## src/rtl/lcd_write_engine.sv

```systemverilog
// Parallel-bus writer for an HD44780-style character LCD: one byte per handshake, timed E strobe.
// Define LCD_INIT_SEQ_EN to run the power-on wait and the built-in init command sequence after reset.
module lcd_write_engine #(
  parameter int SETUP_CYC      = 3,
  parameter int E_PULSE_CYC    = 25,
  parameter int HOLD_CYC       = 2,
  parameter int CMD_WAIT_CYC   = 2500,
  parameter int CLEAR_WAIT_CYC = 82000,
  parameter int POWERON_CYC    = 750000
) (
  input  logic       clk,
  input  logic       rst,
  input  logic       in_valid,
  output logic       in_ready,
  input  logic [7:0] in_data,
  input  logic       in_rs,
  output logic [7:0] D,
  output logic       RS,
  output logic       RW,
  output logic       E,
  output logic       busy,
  output logic       init_done
);

  localparam int CNT_W = 20;

  typedef enum logic [2:0] {PWRUP, INIT, IDLE, SETUP, PULSE, HOLD, WAIT} state_t;

  state_t           state, state_nxt;
  logic [CNT_W-1:0] cnt, cnt_nxt;
  logic [7:0]       d_q, d_nxt;
  logic             rs_q, rs_nxt;
  logic             done_q, done_nxt;
  logic             e_q;
  logic             last;

`ifdef LCD_INIT_SEQ_EN
  localparam logic [2:0] INIT_LEN = 3'd7;
  logic [2:0] idx, idx_nxt;

  function automatic logic [7:0] init_cmd(input logic [2:0] i);
    case (i)
      3'd0, 3'd1, 3'd2, 3'd3: return 8'h38;
      3'd4:                   return 8'h0C;
      3'd5:                   return 8'h01;
      default:                return 8'h06;
    endcase
  endfunction
`endif

  function automatic logic [CNT_W-1:0] cyc(input int n);
    return CNT_W'(n);
  endfunction

  // Clear (0x01) and home (0x02/0x03) commands need the long settle time.
  function automatic logic [CNT_W-1:0] wait_for(input logic [7:0] d, input logic rs);
    if (!rs && (d == 8'h01 || d == 8'h02 || d == 8'h03))
      return cyc(CLEAR_WAIT_CYC);
    return cyc(CMD_WAIT_CYC);
  endfunction

  // A state entered with count N lasts N cycles; a count of 0 or 1 both mean one cycle.
  assign last = (cnt <= CNT_W'(1));

  always_comb begin
    state_nxt = state;
    cnt_nxt   = (cnt != '0) ? cnt - CNT_W'(1) : cnt;
    d_nxt     = d_q;
    rs_nxt    = rs_q;
    done_nxt  = done_q;
`ifdef LCD_INIT_SEQ_EN
    idx_nxt   = idx;
`endif
    case (state)
      PWRUP: begin
`ifdef LCD_INIT_SEQ_EN
        if (last) state_nxt = INIT;
`else
        state_nxt = IDLE;
        done_nxt  = 1'b1;
`endif
      end
      INIT: begin
`ifdef LCD_INIT_SEQ_EN
        d_nxt     = init_cmd(idx);
        rs_nxt    = 1'b0;
        idx_nxt   = idx + 3'd1;
        state_nxt = SETUP;
        cnt_nxt   = cyc(SETUP_CYC);
`else
        state_nxt = IDLE;
`endif
      end
      IDLE: begin
        if (in_valid && in_ready) begin
          d_nxt     = in_data;
          rs_nxt    = in_rs;
          state_nxt = SETUP;
          cnt_nxt   = cyc(SETUP_CYC);
        end
      end
      SETUP: begin
        if (last) begin
          state_nxt = PULSE;
          cnt_nxt   = cyc(E_PULSE_CYC);
        end
      end
      PULSE: begin
        if (last) begin
          state_nxt = HOLD;
          cnt_nxt   = cyc(HOLD_CYC);
        end
      end
      HOLD: begin
        if (last) begin
          state_nxt = WAIT;
          cnt_nxt   = wait_for(d_q, rs_q);
        end
      end
      WAIT: begin
        if (last) begin
`ifdef LCD_INIT_SEQ_EN
          if (done_q) begin
            state_nxt = IDLE;
          end else if (idx == INIT_LEN) begin
            state_nxt = IDLE;
            done_nxt  = 1'b1;
          end else begin
            state_nxt = INIT;
          end
`else
          state_nxt = IDLE;
`endif
        end
      end
      default: state_nxt = PWRUP;
    endcase
  end

  // E is registered from the next state so the strobe is glitch-free and falls with reset.
  always_ff @(posedge clk or negedge rst) begin
    if (!rst) begin
      state  <= PWRUP;
      cnt    <= cyc(POWERON_CYC);
      d_q    <= 8'h00;
      rs_q   <= 1'b0;
      done_q <= 1'b0;
      e_q    <= 1'b0;
`ifdef LCD_INIT_SEQ_EN
      idx    <= 3'd0;
`endif
    end else begin
      state  <= state_nxt;
      cnt    <= cnt_nxt;
      d_q    <= d_nxt;
      rs_q   <= rs_nxt;
      done_q <= done_nxt;
      e_q    <= (state_nxt == PULSE);
`ifdef LCD_INIT_SEQ_EN
      idx    <= idx_nxt;
`endif
    end
  end

  assign in_ready  = (state == IDLE) && done_q;
  assign D         = d_q;
  assign RS        = rs_q;
  assign RW        = 1'b0;
  assign E         = e_q;
  assign busy      = (state != IDLE);
  assign init_done = done_q;

endmodule

```

## config.mk

```make
export PLATFORM = sky130hd
export DESIGN_NAME = lcd_write_engine
export DESIGN_NICKNAME = d
export VERILOG_FILES = /design/src/rtl/lcd_write_engine.sv
export SDC_FILE = /design/constraint.sdc
export NUM_CORES = 1
export LEC_CHECK = 0
export BUFFER_PORTS_ARGS = -buffer_cell sky130_fd_sc_hd__buf_2
export CAP_MARGIN = 20
export CELL_PAD_IN_SITES_DETAIL_PLACEMENT = 1
export CELL_PAD_IN_SITES_GLOBAL_PLACEMENT = 2
export CORE_ASPECT_RATIO = 0.7
export CORE_UTILIZATION = 35
export CTS_CLUSTER_SIZE = 24
export DETAILED_ROUTE_END_ITERATION = 12
export PLACE_DENSITY = 0.83
export SETUP_SLACK_MARGIN = 0.3
export SLEW_MARGIN = 40
export SYNTH_ARGS = -nofsm -noshare
export SYNTH_HDL_FRONTEND = slang
export SYNTH_SLANG_ARGS = --single-unit
export TNS_END_PERCENT = 100
```

## constraint.sdc

```tcl
create_clock -name clk -period 3.3 [get_ports clk]
set_input_delay 0.33 -clock clk [delete_from_list [all_inputs] [get_ports clk]]
set_output_delay 0.33 -clock clk [all_outputs]
set_load 0.02 [all_outputs]
```

==> results of run 1 <==
[cell families (layout without fill, tap and decap cells)]
logic type      Yosys count  after routing  share of synthesized area, %
fa+ha+maj                 3              3                          1.89
xor+xnor                 13             13                          5.72
simple gates            103            103                          27.5
compound gates           48             48                          16.2
other cells               1              1                         0.188
flops                    34             34                          43.4
mux                       2              2                          1.07
buf+inv                  16             38                          3.96
[final cells by class]
| class | instances | area share [%] |
|---|---|---|
| flip-flops and latches | 34 | 38.5 |
| inverters | 5 | 0.836 |
| clock inverters | 2 | 0.557 |
| repair buffers | 25 | 5.80 |
| well taps | 72 | 4.01 |
| multi-input cells | 170 | 46.7 |
| clock buffers | 6 | 3.68 |
[through the flow]
step | hold slack [ns] | worst slack, ns | instances
global route | 0.00726 | 0.622 | 314
CTS | 0.131 | 0.693 | 314
finish | -0.0237 | 0.698 | 314
detailed placement | 0.452 | 0.699 | 306
floorplan | 0.0344 | 0.990 | 220
global placement | 0.448 | 0.732 | 306
[worst min path at each step]
stage                     slack, ns  depth (start not counted)                to
after floorplan                0.03                          0  D[0]$_DFFE_PN0P_
after global placement         0.45                          1  D[2]$_DFFE_PN0P_
after detailed placement       0.45                          1  D[2]$_DFFE_PN0P_
after CTS                      0.13                          1  D[2]$_DFFE_PN0P_
after global routing          0.007                          1  D[2]$_DFFE_PN0P_
final                         -0.02                          1  D[2]$_DFFE_PN0P_
[metal layers]
layer | vias to the layer above | track usage, %
li1 | 827 | -
met1 | 864 | 30.5
met2 | 30 | 28.2
met3 | 6 | 3.64
met4 | 0 | 6.84
met5 | - | 0
[cells in the mapped netlist, types with 3 or more instances]
| cell | count | area [um^2] |
|---|---|---|
| nand2b_1 | 4 | 25.0 |
| xnor2_1 | 3 | 26.3 |
| nor4_1 | 6 | 37.5 |
| inv_1 | 5 | 18.8 |
| nand2_1 | 35 | 131 |
| o211ai_1 | 4 | 30.0 |
| dfrtp_1 | 24 | 601 |
| nand3_1 | 5 | 25.0 |
| o21ai_0 | 14 | 70.1 |
| clkbuf_1 | 8 | 30.0 |
| nor2_1 | 15 | 56.3 |
| nor3_1 | 12 | 60.1 |
| dfstp_2 | 10 | 263 |
| xor2_1 | 10 | 87.6 |
| o31ai_1 | 4 | 30.0 |
| ha_1 | 3 | 37.5 |
| a21oi_1 | 8 | 40.0 |
| or3_1 | 6 | 37.5 |
| or4_4 | 3 | 33.8 |
[registers in the layout, summed over array words and instances, names as in the netlist]
| name | flops |
|---|---|
| D | 8 |
| state | 3 |
| init_done | 1 |
| E | 1 |
| RS | 1 |
| cnt | 20 |
[report_power, final]
| part | total (mW) | switching (mW) | internal, mW |
|---|---|---|---|
| registers | 0.417 | 0 | 0.417 |
| clock network | 0.336 | 0.168 | 0.168 |
| logic | 0.0156 | 0.0106 | 0.00500 |
==> impl_results.md, run 1 <==
* Status: complete, but fails checks
* Failing checks: negative hold slack
* Area post-placement at ~2100 um^2
* Final Max Slew Viols at 0
* Slew @ Worst Pin at about 0.66 ns
* Die Y at 65.1 um
* P per Cell Area at 342 nW/um^2
* Grt ovf at 0
* FF-to-FF path depth at 5
* H-tree depth at 2
* Row cnt at 22
* Crit path depth at 5
* Drt first pass iters at 4
* Delay-heaviest family, CP: simple AND/OR/NAND/NOR gates
* Starting density of the core at between 30% and 40%
* Layout cells sized above 1 at between 20% and 30%
* Initial drt markers at 61
* # diodes at 0
* Buffers on Ports at 24
* Area of the multi-input gates at 1050 um^2
* Tot GR Track Use at 20.1%
* RSZ-0062 raised after global routing: no
* CTS Buffer Depth at 2
* CP cell instances: or4_4 > or4_4 > or4_4 > nand2_2 > o21ai_0
* CTS tree: yes
* Wire length on met1 at 2.70 mm
* Netlist Area Pre-Place at slightly below 2000 um^2
* Initial antenna violation count at 0
* Remaining antenna violation count at 0
* WL met2 at 2.29 mm
* Layout area overhead at 12.8%
* Ys Warns at 0
* HPWL Detailed at 3.95 mm
* Root Buffer: clkbuf_8
* Setup Skew at around 0.0013 ns
* Worst-path clk slew at 0.07 ns
* CP bufs+invs at 0
* Period utilisation layout at between 70% and 80%
* VDD IR max at 0.130 mV
* Layout Nets at around 260
* Pleak at 0.938 nW
* DRC viols at 0
* Placer Congestion at 0.808
* Post-CTS Resized at 0
* Die Area at 5990 um^2
* Hold slack at -0.0237 ns
* Highest metal used: met4
* Worst setup EP type: register
* Setup repair bufs after CTS at 0
* Vias per cell at 5.50
* Die Span X at between 90 and 100 um
* Synth Area per Inst at 9.04 um^2
* Design Power at 0.768 mW
* Syn Nets at about 240
* Global-route wire length before repair at ~9.1 mm
* Core Area at 5370 um^2
* Fmax at a little under 0.4 GHz
* CP endpoint: cnt[2]$_DFF_PN0_
* TNS Setup at 0 ns
* Most frequent cells in the layout: nand2_1 (35), dfrtp_1 (24), buf_2 (23), nor2_1 (15), o21ai_0 (14)
* Final hold vios at 24
* Crit path max fanout at 13
* Cts bufs inserted at 5
* Synth unique cells at 52
* Worst min path class: primary input to async pin
* WL/cell at 16.9 um
* Reg area at 863 um^2
* Post-route cell area at 2240 um^2
* CP max stage cell: or4_4
* Vias in the first global route at 1764
* IO Count at 26
* Largest net degree at the start of global routing at 35
* Sequential fraction of the synthesis area at 43.4%
* FF-to-FF setup slack at approximately 0.7 ns
* Rel. slew slack at 56.0%
* Number of flops mapped to enable cells by yosys at 0
* Most used cell, CP: or4_4
* MaxCap Viol Count at 0
* Critical path arrival at 2.77 ns
* CTS sink count at 34
* Mapped Cells at 220
* Via count at 1727
* Asr flop ratio synth at 100%
* Register bit total from synthesis at 34
* Crit path from: cnt[18]$_DFF_PN0_
* Routed wire length at between 5 and 6 mm
* CTS Hold Buffers Added at 0
* Critical R2R Launch: cnt[18]$_DFF_PN0_
* Top_reg_cell synth: dfrtp_1
* # setup viols final at 0
* Worst path required time at 3.47 ns
* Crit path launch type: register
* Crit-path max cell delay at 0.58 ns
* Setup Crit Path Kind: register to register
* Crit Reg-Reg Endpoint: cnt[2]$_DFF_PN0_
* Commonest non-fill, non-tap cell in the layout: nand2_1
* Tmin final at 2.60 ns
* Final core occ at 41.8%
* Met3 Routed Length at 250 um
* Fill cell count at 636
* Worst-skew pair later-pin latency at about 0.29 ns
(Power assumes the default switching activity.)
==> run 2, diff against run 1 <==
- CORE_UTILIZATION: 35 -> 32
- PLACE_DENSITY: 0.83 -> 0.81
- clock period: 3.3 -> 2.3 ns (I/O delays scaled with it)
==> impl_results.md, run 2 (synthesis results as in run 1) <==
* Status: complete, but fails checks (unchanged)
* Failing checks: negative setup slack (was negative hold slack)
* Vias per cell at 5.36 (was 5.50)
* Critical R2R Launch: cnt[18]$_DFF_PN0_ (unchanged)
* Largest register by flop count: cnt (unchanged)
* Worst setup EP type: register (unchanged)
* Area post-placement at 2370 um^2 (was 2150 um^2)
* RSZ-0062 raised after global routing: yes (was no)
* Layout cells sized above 1 at 38.7% (was 23.6%)
* Layout Nets at 288 (was 256)
* Initial antenna violation count at 0 (unchanged)
* P per Cell Area at 407 nW/um^2 (was 342 nW/um^2)
* Final Max Slew Viols at 0 (unchanged)
* Tmin final at 2.34 ns (was 2.60 ns)
* Routed wire length at 5.89 mm (was 5.31 mm)
* Worst-path clk slew at 0.08 ns (was 0.07 ns)
* Core Area at 5870 um^2 (was 5370 um^2)
* CTS tree: yes (unchanged)
* Worst-skew pair later-pin latency at 0.29 ns (about the same)
* Buffers on Ports at 24 (unchanged)
* HPWL Detailed at 4.14 mm (was 3.95 mm)
* Final worst slack at -0.0446 ns (was 0.698 ns)
* MaxCap Viol Count at 0 (unchanged)
* Met3 usage at 4.00% (was 3.64%)
* Dpl ws at -0.0188 ns (was 0.699 ns)
* Post-route cell area at 2630 um^2 (was 2240 um^2)
* Starting density of the core at 33.9% (was 37.1%)
* Remaining antenna violation count at 0 (unchanged)
* Pleak at 1.13 nW (was 0.938 nW)
* GR peak layer: met1 (unchanged)
* Hold slack at 0.119 ns (was -0.0237 ns)
* CTS sink count at 34 (unchanged)
* Die Area at 6540 um^2 (was 5990 um^2)
* Fill cell count at 703 (was 636)
* Crit Reg-Reg Endpoint: cnt[11]$_DFF_PN0_ (was cnt[2]$_DFF_PN0_)
* Slew @ Worst Pin at 0.526 ns (was 0.656 ns)
* Hold Startpoint: in_data[5]
* VDD IR max at 0.231 mV (was 0.130 mV)
* Die Y at 68.0 um (was 65.1 um)
* FF-to-FF setup slack at -0.04 ns (was 0.70 ns)
* Met1 GRT Util at 28.8% (was 30.5%)
* Post-route insts no fill at 349 (was 314)
* Most frequent cells in the layout: nand2_1 (34), buf_4 (30), dfrtp_1 (24), buf_2 (23), nor2_1 (14) (was nand2_1 (35), dfrtp_1 (24), buf_2 (23), nor2_1 (15), o21ai_0 (14))
* # setup viols final at 5 (was 0)
* Die Span X at 96.2 um (was 92.1 um)
* Min-Delay Endpoint: D[5]$_DFFE_PN0P_
* Final hold vios at 0 (was 24)
* Fmax at 0.427 GHz (was 0.384 GHz)
* Cts bufs inserted at 5 (unchanged)
* Critical path arrival at 2.52 ns (was 2.77 ns)
* Setup Crit Path Kind: register to register (unchanged)
* H-tree depth at 2 (unchanged)
* Vias in the first global route at 1810 (was 1764)
* Largest register FFs at 20 (unchanged)
* Crit path max fanout at 6 (was 13)
* Final core occ at 44.7% (was 41.8%)
* IO Count at 26 (unchanged)
* Row cnt at 23 (was 22)
* Drt first pass iters at 4 (unchanged)
* Layout area overhead at 32.0% (was 12.8%)
* FF-to-FF path depth at 5 (unchanged)
* Root Buffer: clkbuf_8 (unchanged)
* Worst min path class: primary input to register (was primary input to async pin)
* Period utilisation layout at 102% (was 78.8%)
* TNS Setup at -0.0813 ns (was 0 ns)
* Area of the multi-input gates at 1190 um^2 (was 1050 um^2)
* GRT met2 Usage at 27.4% (was 28.2%)
* Grt ovf at 0 (unchanged)
* Worst path required time at 2.48 ns (was 3.47 ns)
* Placer Congestion at 0.828 (was 0.808)
* Initial drt markers at 58 (was 61)
* WL/cell at 16.9 um (about the same)
* # diodes at 0 (unchanged)
* Design Power at 1.07 mW (was 0.768 mW)
* Commonest non-fill, non-tap cell in the layout: nand2_1 (unchanged)
* Setup Skew at 0.00528 ns (was 0.00135 ns)
* Dpl cells at 334 (was 306)
* Via count at 1871 (was 1727)
* Largest net degree at the start of global routing at 35 (unchanged)
* Worst Hold Depth at 3
* Rel. slew slack at 64.9% (was 56.0%)
* CTS Buffer Depth at 2 (unchanged)
* DRC viols at 0 (unchanged)
* Reg area at 863 um^2 (unchanged)
* Tot GR Track Use at 19.0% (was 20.1%)
* Crit path launch type: register (unchanged)
* Global-route wire length before repair at 9.15 mm (was 9.10 mm)
[run 2: worst max-delay path, stage by stage, from the launching register on]
cell      delay (ns)
dfrtp_1         0.39
or4_4           0.54
or4_4           0.50
or4_4           0.55
a21boi_4        0.22
a21oi_2         0.04
[run 2: repair_timing]
item / in CTS / in global routing
cloned: 0 / 2
hold buffers: 0 / 1
endpoints found under the hold margin: 0 / 24
endpoints found under the setup margin: 24 / 24
pin swaps: 3 / 4
gates resized for setup: 7 / 20
setup buffers: 4 / 0
[run 2: per-layer routing]
layer  share of wire (%)  wire [um]
met1                  54       3180
met2                  43       2520
met3                 2.4        144
met4                0.71         42
met5                   0          0
[run 2: how the worst max path moves through the flow]
stage,startpoint,endpoint,depth (start not counted)
2_1_floorplan,cnt[18]$_DFF_PN0_,cnt[0]$_DFF_PN0_,6
3_3_place_gp,cnt[18]$_DFF_PN0_,cnt[2]$_DFF_PN0_,5
3_5_place_dp,cnt[18]$_DFF_PN0_,cnt[2]$_DFF_PN0_,5
4_1_cts,cnt[18]$_DFF_PN0_,cnt[11]$_DFF_PN0_,5
5_1_grt,cnt[18]$_DFF_PN0_,cnt[11]$_DFF_PN0_,5
6_report,cnt[18]$_DFF_PN0_,cnt[11]$_DFF_PN0_,5
[run 2: power breakdown]
part | internal, mW | switching (mW) | total [mW]
registers | 0.598 | 0 | 0.598
logic | 0.00831 | 0.0160 | 0.0243
clock network | 0.210 | 0.237 | 0.448
[run 2: final cells by class]
class                      instances  share of cell area, %
clock inverter                     2                  0.381
inverter                           5                  0.715
sequential                        34                   32.9
tap                               75                   3.57
clock buffer                       6                   2.76
multi-input combinational        171                   45.5
timing repair buffer              56                   14.2
